===== config.mk =====
export PLATFORM = sky130hd
export DESIGN_NAME = line_plotter
export DESIGN_NICKNAME = d
export VERILOG_FILES = /design/src/rtl/line_pkg.sv /design/src/rtl/line_plotter.sv
export SDC_FILE = /design/constraint.sdc
export NUM_CORES = 1
export LEC_CHECK = 0
export BUFFER_PORTS_ARGS = -buffer_cell sky130_fd_sc_hd__buf_2
export CAP_MARGIN = 10
export CORE_MARGIN = 5
export CORE_UTILIZATION = 55
export CTS_CLUSTER_SIZE = 25
export DETAILED_ROUTE_END_ITERATION = 6
export PLACE_DENSITY = 0.77
export SYNTH_ARGS = -nofsm -noshare
export SYNTH_HDL_FRONTEND = slang
export SYNTH_SLANG_ARGS = --single-unit
export TNS_END_PERCENT = 10

===== constraint.sdc =====
create_clock -name clk -period 5.1 [get_ports clk]
set_input_delay 1.275 -clock clk [delete_from_list [all_inputs] [get_ports clk]]
set_output_delay 1.275 -clock clk [all_outputs]
set_load 0.005 [all_outputs]

===== src/rtl/line_pkg.sv =====
// Shared definitions for the line plotter: coordinate width defaults,
// controller states and a small absolute-difference helper.
package line_pkg;

  localparam int XW_DEF = 11;
  localparam int YW_DEF = 10;

  typedef enum logic [1:0] {
    IDLE  = 2'd0,
    SETUP = 2'd1,
    PLOT  = 2'd2,
    DONE  = 2'd3
  } state_t;

  // Distance between two non-negative coordinates, always non-negative.
  function automatic int abs_diff(input int a, input int b);
    return (a > b) ? (a - b) : (b - a);
  endfunction

endpackage


===== src/rtl/line_plotter.sv =====
// Bresenham line generator: accepts a pair of endpoints and streams every
// raster point of the line over a valid/ready handshake, one per cycle.
module line_plotter
  import line_pkg::*;
#(
  parameter int XW = XW_DEF,
  parameter int YW = YW_DEF
) (
  input  logic          clk,
  input  logic          reset,
  input  logic          start,
  input  logic [XW-1:0] x0,
  input  logic [XW-1:0] x1,
  input  logic [YW-1:0] y0,
  input  logic [YW-1:0] y1,
  output logic          pt_valid,
  input  logic          pt_ready,
  output logic [XW-1:0] pt_x,
  output logic [YW-1:0] pt_y,
  output logic          pt_last,
  output logic          busy,
  output logic          done
);

  // Two extra bits cover the sign plus the doubling of err into e2.
  localparam int W = ((XW > YW) ? XW : YW) + 2;

  state_t               state;
  logic [XW-1:0]        x1_q;
  logic [YW-1:0]        y1_q;
  logic                 sx_neg;
  logic                 sy_neg;
  logic signed [W-1:0]  dx;
  logic signed [W-1:0]  dy;
  logic signed [W-1:0]  err;

  logic signed [W-1:0]  adx;
  logic signed [W-1:0]  ady;
  logic signed [W-1:0]  e2;
  logic signed [W-1:0]  err_next;
  logic                 step_x;
  logic                 step_y;
  logic [XW-1:0]        x_next;
  logic [YW-1:0]        y_next;

  // Endpoint spans, taken from the start point held in pt_x/pt_y during SETUP.
  always_comb begin
    adx = W'(abs_diff(int'(x1_q), int'(pt_x)));
    ady = W'(abs_diff(int'(y1_q), int'(pt_y)));
  end

  // Bresenham step decision; both tests look at the error before this step.
  always_comb begin
    e2       = err <<< 1;
    step_x   = (e2 >= dy);
    step_y   = (e2 <= dx);
    x_next   = pt_x;
    y_next   = pt_y;
    err_next = err + (step_x ? dy : '0) + (step_y ? dx : '0);
    if (step_x) begin
      x_next = sx_neg ? (pt_x - XW'(1)) : (pt_x + XW'(1));
    end
    if (step_y) begin
      y_next = sy_neg ? (pt_y - YW'(1)) : (pt_y + YW'(1));
    end
  end

  // Controller and datapath: latch, set up, emit points, then pulse done.
  always_ff @(posedge clk) begin
    if (reset) begin
      state    <= IDLE;
      pt_valid <= 1'b0;
      pt_last  <= 1'b0;
      busy     <= 1'b0;
      done     <= 1'b0;
      pt_x     <= '0;
      pt_y     <= '0;
      x1_q     <= '0;
      y1_q     <= '0;
      sx_neg   <= 1'b0;
      sy_neg   <= 1'b0;
      dx       <= '0;
      dy       <= '0;
      err      <= '0;
    end else begin
      case (state)
        IDLE: begin
          done <= 1'b0;
          if (start) begin
            pt_x  <= x0;
            pt_y  <= y0;
            x1_q  <= x1;
            y1_q  <= y1;
            busy  <= 1'b1;
            state <= SETUP;
          end
        end
        SETUP: begin
          dx       <= adx;
          dy       <= -ady;
          err      <= adx - ady;
          sx_neg   <= !(pt_x < x1_q);
          sy_neg   <= !(pt_y < y1_q);
          pt_last  <= (pt_x == x1_q) && (pt_y == y1_q);
          pt_valid <= 1'b1;
          state    <= PLOT;
        end
        PLOT: begin
          if (pt_ready) begin
            if (pt_last) begin
              pt_valid <= 1'b0;
              pt_last  <= 1'b0;
              done     <= 1'b1;
              state    <= DONE;
            end else begin
              pt_x    <= x_next;
              pt_y    <= y_next;
              err     <= err_next;
              pt_last <= (x_next == x1_q) && (y_next == y1_q);
            end
          end
        end
        DONE: begin
          done  <= 1'b0;
          busy  <= 1'b0;
          state <= IDLE;
        end
        default: begin
          state    <= IDLE;
          pt_valid <= 1'b0;
          busy     <= 1'b0;
          done     <= 1'b0;
        end
      endcase
    end
  end

endmodule


==> summary.txt, run 1 <==
Logic synthesis
  • Number of enable flip-flop cells after synthesis: 0
  • Register bit total from synthesis: 87
  • Synthesized cell area: 8940 µm²
  • Synthesized area per cell: between 7 and 8 µm²
  • Yosys warns: 0
  • Post-Syn Instances: around 1,200
  • Syn Nets: 1,332
  • Distinct cells, synth: 74
  • Synth top area share: 19.5%
  • Top cells by area, synth: dfxtp_1 19%, ha_1 15%, a21oi_1 6.3%
  • Yosys top cell by area: dfxtp_1
  • Async set-reset flop share out of synthesis: 0%
  • Main flop type after synthesis: dfxtp_1
  • Seq/Total Area, Yosys: between 10% and 20%

STA
  • Period utilization: between 90% and 100%
  • Min Clock Period, post-route: about 4800 ps
  • Final hold vios: 0
  • Setup violators final: 0
  • Slew Viols, Final: 0
  • Final setup TNS: 0 ps
  • Slew @ Worst Pin: between 800 and 900 ps
  • Achievable frequency: roughly 210 MHz
  • Clk_skew: approximately 7.3 ps
  • Max_slew headroom: 45.6%

Clock tree
  • Max clock buf depth: 2
  • Root buffer cell: clkbuf_16
  • Htree depth: 3
  • Clk sink count: between 80 and 90
  • Clock transition at the registers of the reported paths: around 70 ps
  • Worst skew pair latency: about 360 ps
  • CTS tree: built
  • CTS Buf Count: 9

Worst hold path
  • Worst Hold Depth: 2
  • Hold Crit Start: dy[10]
  • HP Class: reg2reg
  • Hold endpoint: dy[10]

Global routing
  • Vias in the first global route: between 8,000 and 9,000
  • Largest net degree at the start of global routing: 49
  • GR Overflow Total: 0
  • Initial antenna violation count: 0
  • GRT Util Overall: a little over a quarter
  • First-pass GRT wire length: 41.1 mm

Setup path
  • CP arrival: 5020 ps
  • Worst flop-to-flop path startpoint: x1_q[0]
  • RR Endpoint: err[11]
  • Worst Path Required: roughly 5400 ps
  • Crit path launch type: flop
  • Flop2flop setup slack: ~340 ps
  • Crit-path max FO: 10
  • CP Capture Type: flop
  • Crit path kind: reg2reg
  • Reg2Reg Depth: 20

Die
  • Starting density of the core: 56.3%
  • Core Box Area: around 16,000 µm²
  • Die area: between 15,000 and 20,000 µm²
  • Vert. Die Dim: around 140 µm
  • Row count: 46
  • Ports: 71
  • Chip width: about 140 µm

Drt
  • Drt pass-1 iters: 6
  • Vias per inst: 5.95
  • DR WL/cell: roughly 18 µm
  • Antenna-violating nets left: 0
  • Detailed Route WL: roughly 25 mm
  • Routed vias: between 8,000 and 9,000
  • 1st-iter DRT viols: around 670
  • Drc violations: 0

Outcome
  • Outcome: complete, no violations

Finish
  • Syn-to-layout area delta: 12.5%
  • Final #Nets: ~1,400
  • Sequential cell area: around 1700 µm²
  • Number of diodes: 0
  • Layout cells sized above 1: a little over an eighth
  • Multi-input logic area: 6700 µm²
  • # fillers: between 1,000 and 1,500

Placed design
  • Gpl congestion: about 0.94
  • Dpl hpwl: about 20 mm
  • Port Buffers: 70

Job
  • Total of max-cap violations: 0
-- per-stage QoR --
stage	hold slack, ps	cells	area [µm²]	util [%]	worst slack (ps)
final	476	1443	10100	63.3	338
after global routing	499	1443	10100	63.3	-59.3
after CTS	477	1435	9880	62.2	70.3
after detailed placement	468	1419	9550	60.1	83.2
after global placement	457	1419	9550	60.1	290
after floorplan	441	1158	8940	-	63.2
-- cells by family (layout without fill, tap and decap cells) --
logic type	Yosys count	count (layout)	share of synthesized area, %
buffers and inverters	157	226	6.96
xor gates and xnor gates	73	73	7.31
DFF	87	87	19.5
adders and majority gates	128	128	19.5
and+or+nand+nor	334	334	17.5
muxes	35	35	3.99
AOI/OAI and AO/OA	344	344	25.2
-- metal layers --
| layer | wire length (µm) | up-vias | share of wire, % | global-route usage, % |
|---|---|---|---|---|
| met5 | 0 | - | 0 | 0 |
| li1 | - | 4253 | - | - |
| met1 | 11600 | 3969 | 46 | 37.6 |
| met3 | 1680 | 49 | 6.6 | 3.43 |
| met4 | 538 | 0 | 2.1 | 8.65 |
| met2 | 11500 | 310 | 46 | 43.7 |
-- repair_timing --
item                       in CTS  in global routing
setup endpoints to repair       0                  3
buffers inserted                0                  8
hold buffers                    0                  0
gates resized for setup         0                 27
-- worst max-delay path, cell delays in order (launching register included) --
cell and delay, ps:
dfxtp_1 350, inv_1 60, ha_1 130, inv_1 60
fa_1 400, a21o_1 170, a21o_1 190, a221oi_1 260
o21ai_0 120, nand2b_1 220, buf_6 190, mux2_2 380
a31oi_4 210, xnor2_2 110, ha_1 330, a21boi_1 170
o311a_1 340, o41ai_2 300, xnor3_1 240, nor3b_2 160
a2111oi_2 270
-- synth_stat cells, types with 14 or more instances --
| cell type | instances |
|---|---|
| nand3_1 | 29 |
| xor2_1 | 28 |
| dfxtp_1 | 87 |
| o211ai_1 | 14 |
| a21o_1 | 24 |
| o21ai_0 | 58 |
| nor2_1 | 104 |
| inv_1 | 102 |
| a21oi_1 | 112 |
| mux2i_1 | 30 |
| clkbuf_1 | 41 |
| fa_1 | 19 |
| ha_1 | 109 |
| nand2_1 | 98 |
| a211oi_1 | 33 |
| a221oi_1 | 15 |
| nand4_1 | 14 |
| nor3_1 | 17 |
| xnor2_1 | 44 |
-- cell usage in the layout (no fill, tap or decap), types with 4 or more instances in the layout --
master,synthesis,routed
xnor2_1,44,42
dfxtp_1,87,87
a211oi_1,33,31
and3_1,5,5
buf_4,6,38
nor4_1,8,8
nor3_1,17,15
nor2_1,104,104
nand3_1,29,29
o211ai_1,14,14
inv_1,102,102
nand4_1,14,14
a21o_1,24,24
o22ai_1,10,10
nand2b_1,10,10
o21ai_0,58,56
a221oi_1,15,15
and2_1,4,4
clkbuf_16,0,9
a21oi_1,112,112
nand3b_1,4,4
nor2b_1,13,13
a311oi_1,7,7
buf_2,2,69
ha_2,0,7
xor2_1,28,27
o21a_1,7,7
a31oi_1,12,10
mux2i_1,30,30
o21bai_1,13,13
nand2_1,98,98
ha_1,109,102
or3_1,13,13
fa_1,19,19
-- cell type report --
| class | count | area share (%) |
|---|---|---|
| Timing Repair Buffer | 108 | 6.38 |
| Multi-Input combinational cell | 914 | 66.6 |
| Clock inverter | 7 | 0.958 |
| Sequential cell | 87 | 17.3 |
| Inverter | 102 | 3.81 |
| Clock buffer | 9 | 2.24 |
| Tap cell | 216 | 2.69 |
-- registers in the layout (all words and copies together) (netlist names) --
register,flops
pt_x,11
err,12
sx_neg,1
done,1
sy_neg,1
busy,1
dy,13
y1_q,10
pt_last,1
pt_y,10
pt_valid,1
dx,12
state,2
x1_q,11
-- worst max path at each step --
stage            start  endpoint  slack, ps  cells past startpoint
3_5_place_dp   pt_y[8]   err[11]         80                     19
3_3_place_gp   pt_y[8]   err[11]        290                     19
2_1_floorplan  pt_x[0]   err[11]         60                     22
5_1_grt        x1_q[0]   err[11]        -60                     21
4_1_cts        pt_y[8]   err[11]         70                     19
6_report       x1_q[0]   err[11]        340                     20
Power of run 1 is left out: the tool's default activity adds up to more than one toggle a clock period on the data nets, which glitch-free logic cannot reach.
==> run 2, diff against run 1 <==
--- a/config.mk
+++ b/config.mk
@@ -5,13 +5,14 @@
 export SDC_FILE = /design/constraint.sdc
 export NUM_CORES = 1
 export LEC_CHECK = 0
+export ABC_CLOCK_PERIOD_IN_PS = 6100
 export BUFFER_PORTS_ARGS = -buffer_cell sky130_fd_sc_hd__buf_2
 export CAP_MARGIN = 10
 export CORE_MARGIN = 5
 export CORE_UTILIZATION = 55
 export CTS_CLUSTER_SIZE = 25
 export DETAILED_ROUTE_END_ITERATION = 6
-export PLACE_DENSITY = 0.77
+export PLACE_DENSITY = 0.74
 export SYNTH_ARGS = -nofsm -noshare
 export SYNTH_HDL_FRONTEND = slang
 export SYNTH_SLANG_ARGS = --single-unit
==> constraint.sdc (replaced) <==
create_clock -name clk -period 6.1 [get_ports clk]
set_input_delay 1.525 -clock clk [delete_from_list [all_inputs] [get_ports clk]]
set_output_delay 1.525 -clock clk [all_outputs]
set_load 0.005 [all_outputs]
==> run 2 against run 1 <==
  * Via count is 1.2% lower
  * Critical path type unchanged
  * Critical path depth stayed put
  * Largest cell class unchanged
  * Clock skew hardly changed
  * Critical endpoint unchanged
  * Cell area is 3.5% lower
  * Routed wire length is 1.3% lower
  * Fmax is 10% lower
  * Core utilization is 2.2 points lower
  * First-iteration DRC count is 11% lower
  * Clock-buffer cell count is 2 higher
  * Die area stayed put
==> summary.txt, run 2 (synthesis gave the netlist of run 1 again) <==
Die
  • Starting density of the core: between 50 and 60%
  • Core Box Area: roughly 16,000 µm²
  • Ports: between 70 and 80
  • Vert. Die Dim: approximately 140 µm
  • Die area: roughly 19,000 µm²
  • Row count: 46
  • Chip width: between 100 and 150 µm

Finish
  • # fillers: 1,506
  • Commonest non-fill, non-tap cell in the layout: a21oi_1
  • Number of diodes: 0
  • Most frequent cells in the layout: 112 x a21oi_1, 108 x ha_1, 104 x nor2_1
  • Final #Nets: 1,371
  • Max reg flops: 13
  • Biggest register: dy
  • Multi-input logic area: 6580 µm²
  • Top Registers: dy (13), dx (12), err (12)
  • Layout cells sized above 1: around 10%
  • Sequential cell area: 1740 µm²
  • Post-route design area: 9700 µm²
  • Syn-to-layout area delta: 8.57%

Drt
  • Drc violations: 0
  • WL met3: 1.49 mm
  • 1st-iter DRT viols: 598
  • Vias per inst: between 5 and 6
  • DR WL/cell: between 15 and 20 µm
  • Drt pass-1 iters: 5
  • Highest routed metal layer: met5
  • Detailed Route WL: 25.0 mm
  • Antenna-violating nets left: 0
  • Routed vias: between 8,000 and 9,000
  • Detail Route met2 WL: 11.5 mm
  • M1 wire length: 11.5 mm

Placed design
  • Port Buffers: 70
  • Gpl congestion: just over 0.9
  • Pre-CTS WS: about 950 ps
  • Placed instance area: 9430 µm²
  • Dpl hpwl: 19.5 mm

STA
  • Slew @ Worst Pin: between 800 and 900 ps
  • Max_slew headroom: a little over two fifths
  • Achievable frequency: between 150 and 200 MHz
  • PnR worst setup slack: roughly 800 ps
  • Final hold vios: 0
  • Clk_skew: about 7.6 ps
  • Period utilization: 86.9%
  • Unrepaired setup endpoints after global routing: false
  • Slew Viols, Final: 0
  • Final setup TNS: 0 ps
  • Setup violators final: 0
  • Min Clock Period, post-route: ~5300 ps

Clock tree
  • Root buffer cell: clkbuf_16
  • CTS Buf Count: 9
  • Post-CTS resize count: 0
  • Post CTS Setup Buffer Count: 0
  • Htree depth: 3
  • CTS tree: built
  • Clock transition at the registers of the reported paths: approximately 70 ps
  • Cts hold-fix bufs: 0
  • Clk sink count: 87
  • Max clock buf depth: 2
  • Worst skew pair latency: ~360 ps

Global routing
  • Initial antenna violation count: 1
  • GR Overflow Total: 0
  • Vias in the first global route: approximately 7,900
  • First-pass GRT wire length: approximately 40 mm
  • GRT Util Overall: a little over a quarter
  • Largest net degree at the start of global routing: 49

Job
  • Total of max-cap violations: 0

Setup path
  • Crit path from: pt_x[0]
  • Worst Path Required: 6350 ps
  • CP arrival: about 5600 ps
  • Crit path launch type: flop
  • Crit path kind: reg2reg
  • Crit-path max FO: 8
  • Worst flop-to-flop path startpoint: pt_x[0]
  • CP Capture Type: flop

Outcome
  • Outcome: complete, no violations

Worst hold path
  • HP Class: reg2reg
  • Hold Crit Start: dy[10]
[run 2: cell type report]
cell class	instances	share of cell area [%]
multi-input cells	914	67.8
flip-flops and latches	87	17.9
repair buffers	83	4.64
inverters	102	3.95
well taps	216	2.79
clock buffers	11	2.50
clock inverters	5	0.348
[run 2: per-layer routing]
metal,vias up,track usage (%)
met5,-,0
li1,4202,-
met3,44,4.49
met2,273,44.3
met4,2,8.59
met1,3957,36.1
[run 2: metrics by stage]
step / utilization [%] / cells / hold WS [ps]
2_1_floorplan: - / 1158 / 441
3_3_place_gp: 59.3 / 1402 / 451
3_5_place_dp: 59.3 / 1402 / 455
4_1_cts: 61.1 / 1418 / 463
5_1_grt: 61.1 / 1418 / 507
6_report: 61.1 / 1418 / 462
[run 2: path summary, 6_finish.rpt]
kind                            endpoint  slack, ps  cells after the start
worst min register to register    dy[10]        460                      2
worst min-delay path              dy[10]        460                      2
worst max-delay path             err[11]        800                     20
worst max register to register   err[11]        800                     20
[run 2: worst max-delay path, stage by stage, from the launching register on]
cell	delay, ps
dfxtp_1	510
ha_1	200
inv_1	60
fa_1	400
a21o_1	170
a21o_1	200
a221oi_1	260
o21ai_0	110
nand2b_1	240
mux2_2	420
ha_1	270
nor2b_1	120
o21ai_0	240
a21boi_0	210
o211ai_1	250
a21boi_0	180
o311a_1	350
o41ai_1	280
xnor3_1	270
nor3b_2	170
a2111oi_2	270
Power of run 2 is left out for the same reason.
==> run 3, diff against run 2 <==
--- a/config.mk
+++ b/config.mk
@@ -12,7 +12,7 @@
 export CORE_UTILIZATION = 55
 export CTS_CLUSTER_SIZE = 25
 export DETAILED_ROUTE_END_ITERATION = 6
-export PLACE_DENSITY = 0.74
+export PLACE_DENSITY = 0.81
 export SYNTH_ARGS = -nofsm -noshare
 export SYNTH_HDL_FRONTEND = slang
 export SYNTH_SLANG_ARGS = --single-unit
==> run 3 against run 2 <==
  * Register-to-register slack worse by 50 ps
  * Flip-flop and latch count stayed put
  * Clock skew is 7.0 ps higher
  * Hold slack better by 6.2 ps
==> summary.txt, run 3 (synthesis gave the netlist of run 1 again) <==
Outcome
  • Outcome: complete, no violations

Setup path
  • Crit path launch type: flop
  • RR Endpoint: err[11]
  • Critical Path End: err[11]
  • Worst flop-to-flop path startpoint: pt_x[0]
  • Crit-path max FO: 8
  • Reg2Reg Depth: 20
  • Worst Path Required: around 6400 ps
  • CP Cell Sequence: ha_1, inv_1, fa_1, a21o_1, a21o_1, a221oi_1, o21ai_0, nand2b_1, mux2_2, ha_1, nor2b_1, o21ai_0, a21boi_0, o211ai_1, a21boi_0, o311a_1, o41ai_1, xnor3_1, nor3b_2, a2111oi_2
  • Crit path from: pt_x[0]
  • Slowest CP cell: dfxtp_1
  • CP Capture Type: flop
  • CP arrival: approximately 5600 ps
  • Crit path kind: reg2reg
  • Max incr delay on CP: 500 ps
  • Flop2flop setup slack: about 740 ps

Die
  • Vert. Die Dim: 137 µm
  • Row count: 46
  • Starting density of the core: a little under three fifths
  • Chip width: 137 µm
  • Core Box Area: about 16,000 µm²
  • Die area: 18,900 µm²
  • Ports: between 70 and 80

Finish
  • Biggest register: dy
  • Layout cells sized above 1: 9.92%
  • Most frequent cells in the layout: 112 x a21oi_1, 108 x ha_1, 104 x nor2_1
  • Finished Layout Cells: 1,416
  • Commonest non-fill, non-tap cell in the layout: a21oi_1
  • # fillers: between 1,000 and 1,500
  • Max reg flops: 13
  • Final #Nets: between 1,000 and 1,500
  • Post-route design area: just under 10,000 µm²
  • Top Registers: dy (13), dx (12), err (12)
  • Syn-to-layout area delta: 8.67%
  • Number of diodes: 0

STA
  • Final hold vios: 0
  • Min Clock Period, post-route: between 5000 and 6000 ps
  • Final setup TNS: 0 ps
  • Slew @ Worst Pin: 1060 ps
  • Period utilization: about 88%
  • Setup violators final: 0
  • Unrepaired setup endpoints after global routing: false
  • Max_slew headroom: 29.6%
  • Achievable frequency: between 150 and 200 MHz
  • Slew Viols, Final: 0
  • Clk_skew: roughly 15 ps
  • PnR worst setup slack: approximately 740 ps

Placed design
  • Placed cells: between 1,000 and 1,500
  • Gpl congestion: between 0.9 and 1
  • Port Buffers: 70
  • Placed instance area: roughly 9400 µm²
  • Pre-CTS WS: between 800 and 900 ps
  • Dpl hpwl: 19.3 mm

Drt
  • Antenna-violating nets left: 0
  • DR WL/cell: approximately 18 µm
  • Detailed Route WL: ~25 mm
  • Routed vias: 8,636
  • 1st-iter DRT viols: about 660
  • Drt pass-1 iters: 6
  • Drc violations: 0
  • Vias per inst: 6.10

Global routing
  • First-pass GRT wire length: approximately 41 mm
  • GR Overflow Total: 0
  • Initial antenna violation count: 0
  • Largest net degree at the start of global routing: 95
  • GRT Util Overall: roughly 27%
  • Vias in the first global route: roughly 8,000

Clock tree
  • Clock transition at the registers of the reported paths: around 70 ps
  • Post CTS Setup Buffer Count: 0
  • CTS Buf Count: 9
  • Htree depth: 3
  • Worst skew pair latency: 360 ps
  • Clk sink count: between 80 and 90
  • CTS tree: built
  • Max clock buf depth: 2
  • Cts hold-fix bufs: 0
  • Root buffer cell: clkbuf_16
  • Post-CTS resize count: 0

Worst hold path
  • Worst Hold Depth: 2
  • HP Class: reg2reg

Job
  • Total of max-cap violations: 0
-- run 3: how the worst min path moves through the flow --
stage	from	end	slack (ps)
finish	dy[10]	dy[10]	470
CTS	dy[10]	dy[10]	470
global placement	dy[10]	dy[10]	450
global route	dy[10]	dy[10]	500
detailed placement	dy[10]	dy[10]	460
floorplan	dy[10]	dy[10]	440
-- run 3: worst max-delay path: cells and delay by family, from the launching register on --
family | cells | cell delay [ps]
AND/OR/NAND/NOR | 3 | 590
XOR/XNOR | 1 | 270
multiplexers | 1 | 430
flip-flops | 1 | 500
AO/OA/AOI/OAI | 11 | 2510
buffers and inverters | 1 | 70
adder cells (fa/ha/maj) | 3 | 890
-- run 3: layout make-up --
cell class	count	area [µm²]	share of cell area (%)
inverters	102	383	3.94
well taps	216	270	2.78
repair buffers	81	435	4.48
flip-flops and latches	87	1740	17.9
clock buffers	12	246	2.54
clock inverters	4	53.8	0.554
multi-input cells	914	6580	67.8
-- run 3: metrics by stage --
stage	hold WS, ps	utilization [%]
finish	468	61.1
global route	500	61.1
CTS	467	61.1
detailed placement	457	59.2
global placement	454	59.2
floorplan	441	-
-- run 3: routing by layer --
layer,part of all wire [%],global-route usage (%)
met1,44,36.6
met2,46,44.1
met3,7.5,3.98
met4,2.2,7.32
met5,0,0
Power of run 3 is left out for the same reason.
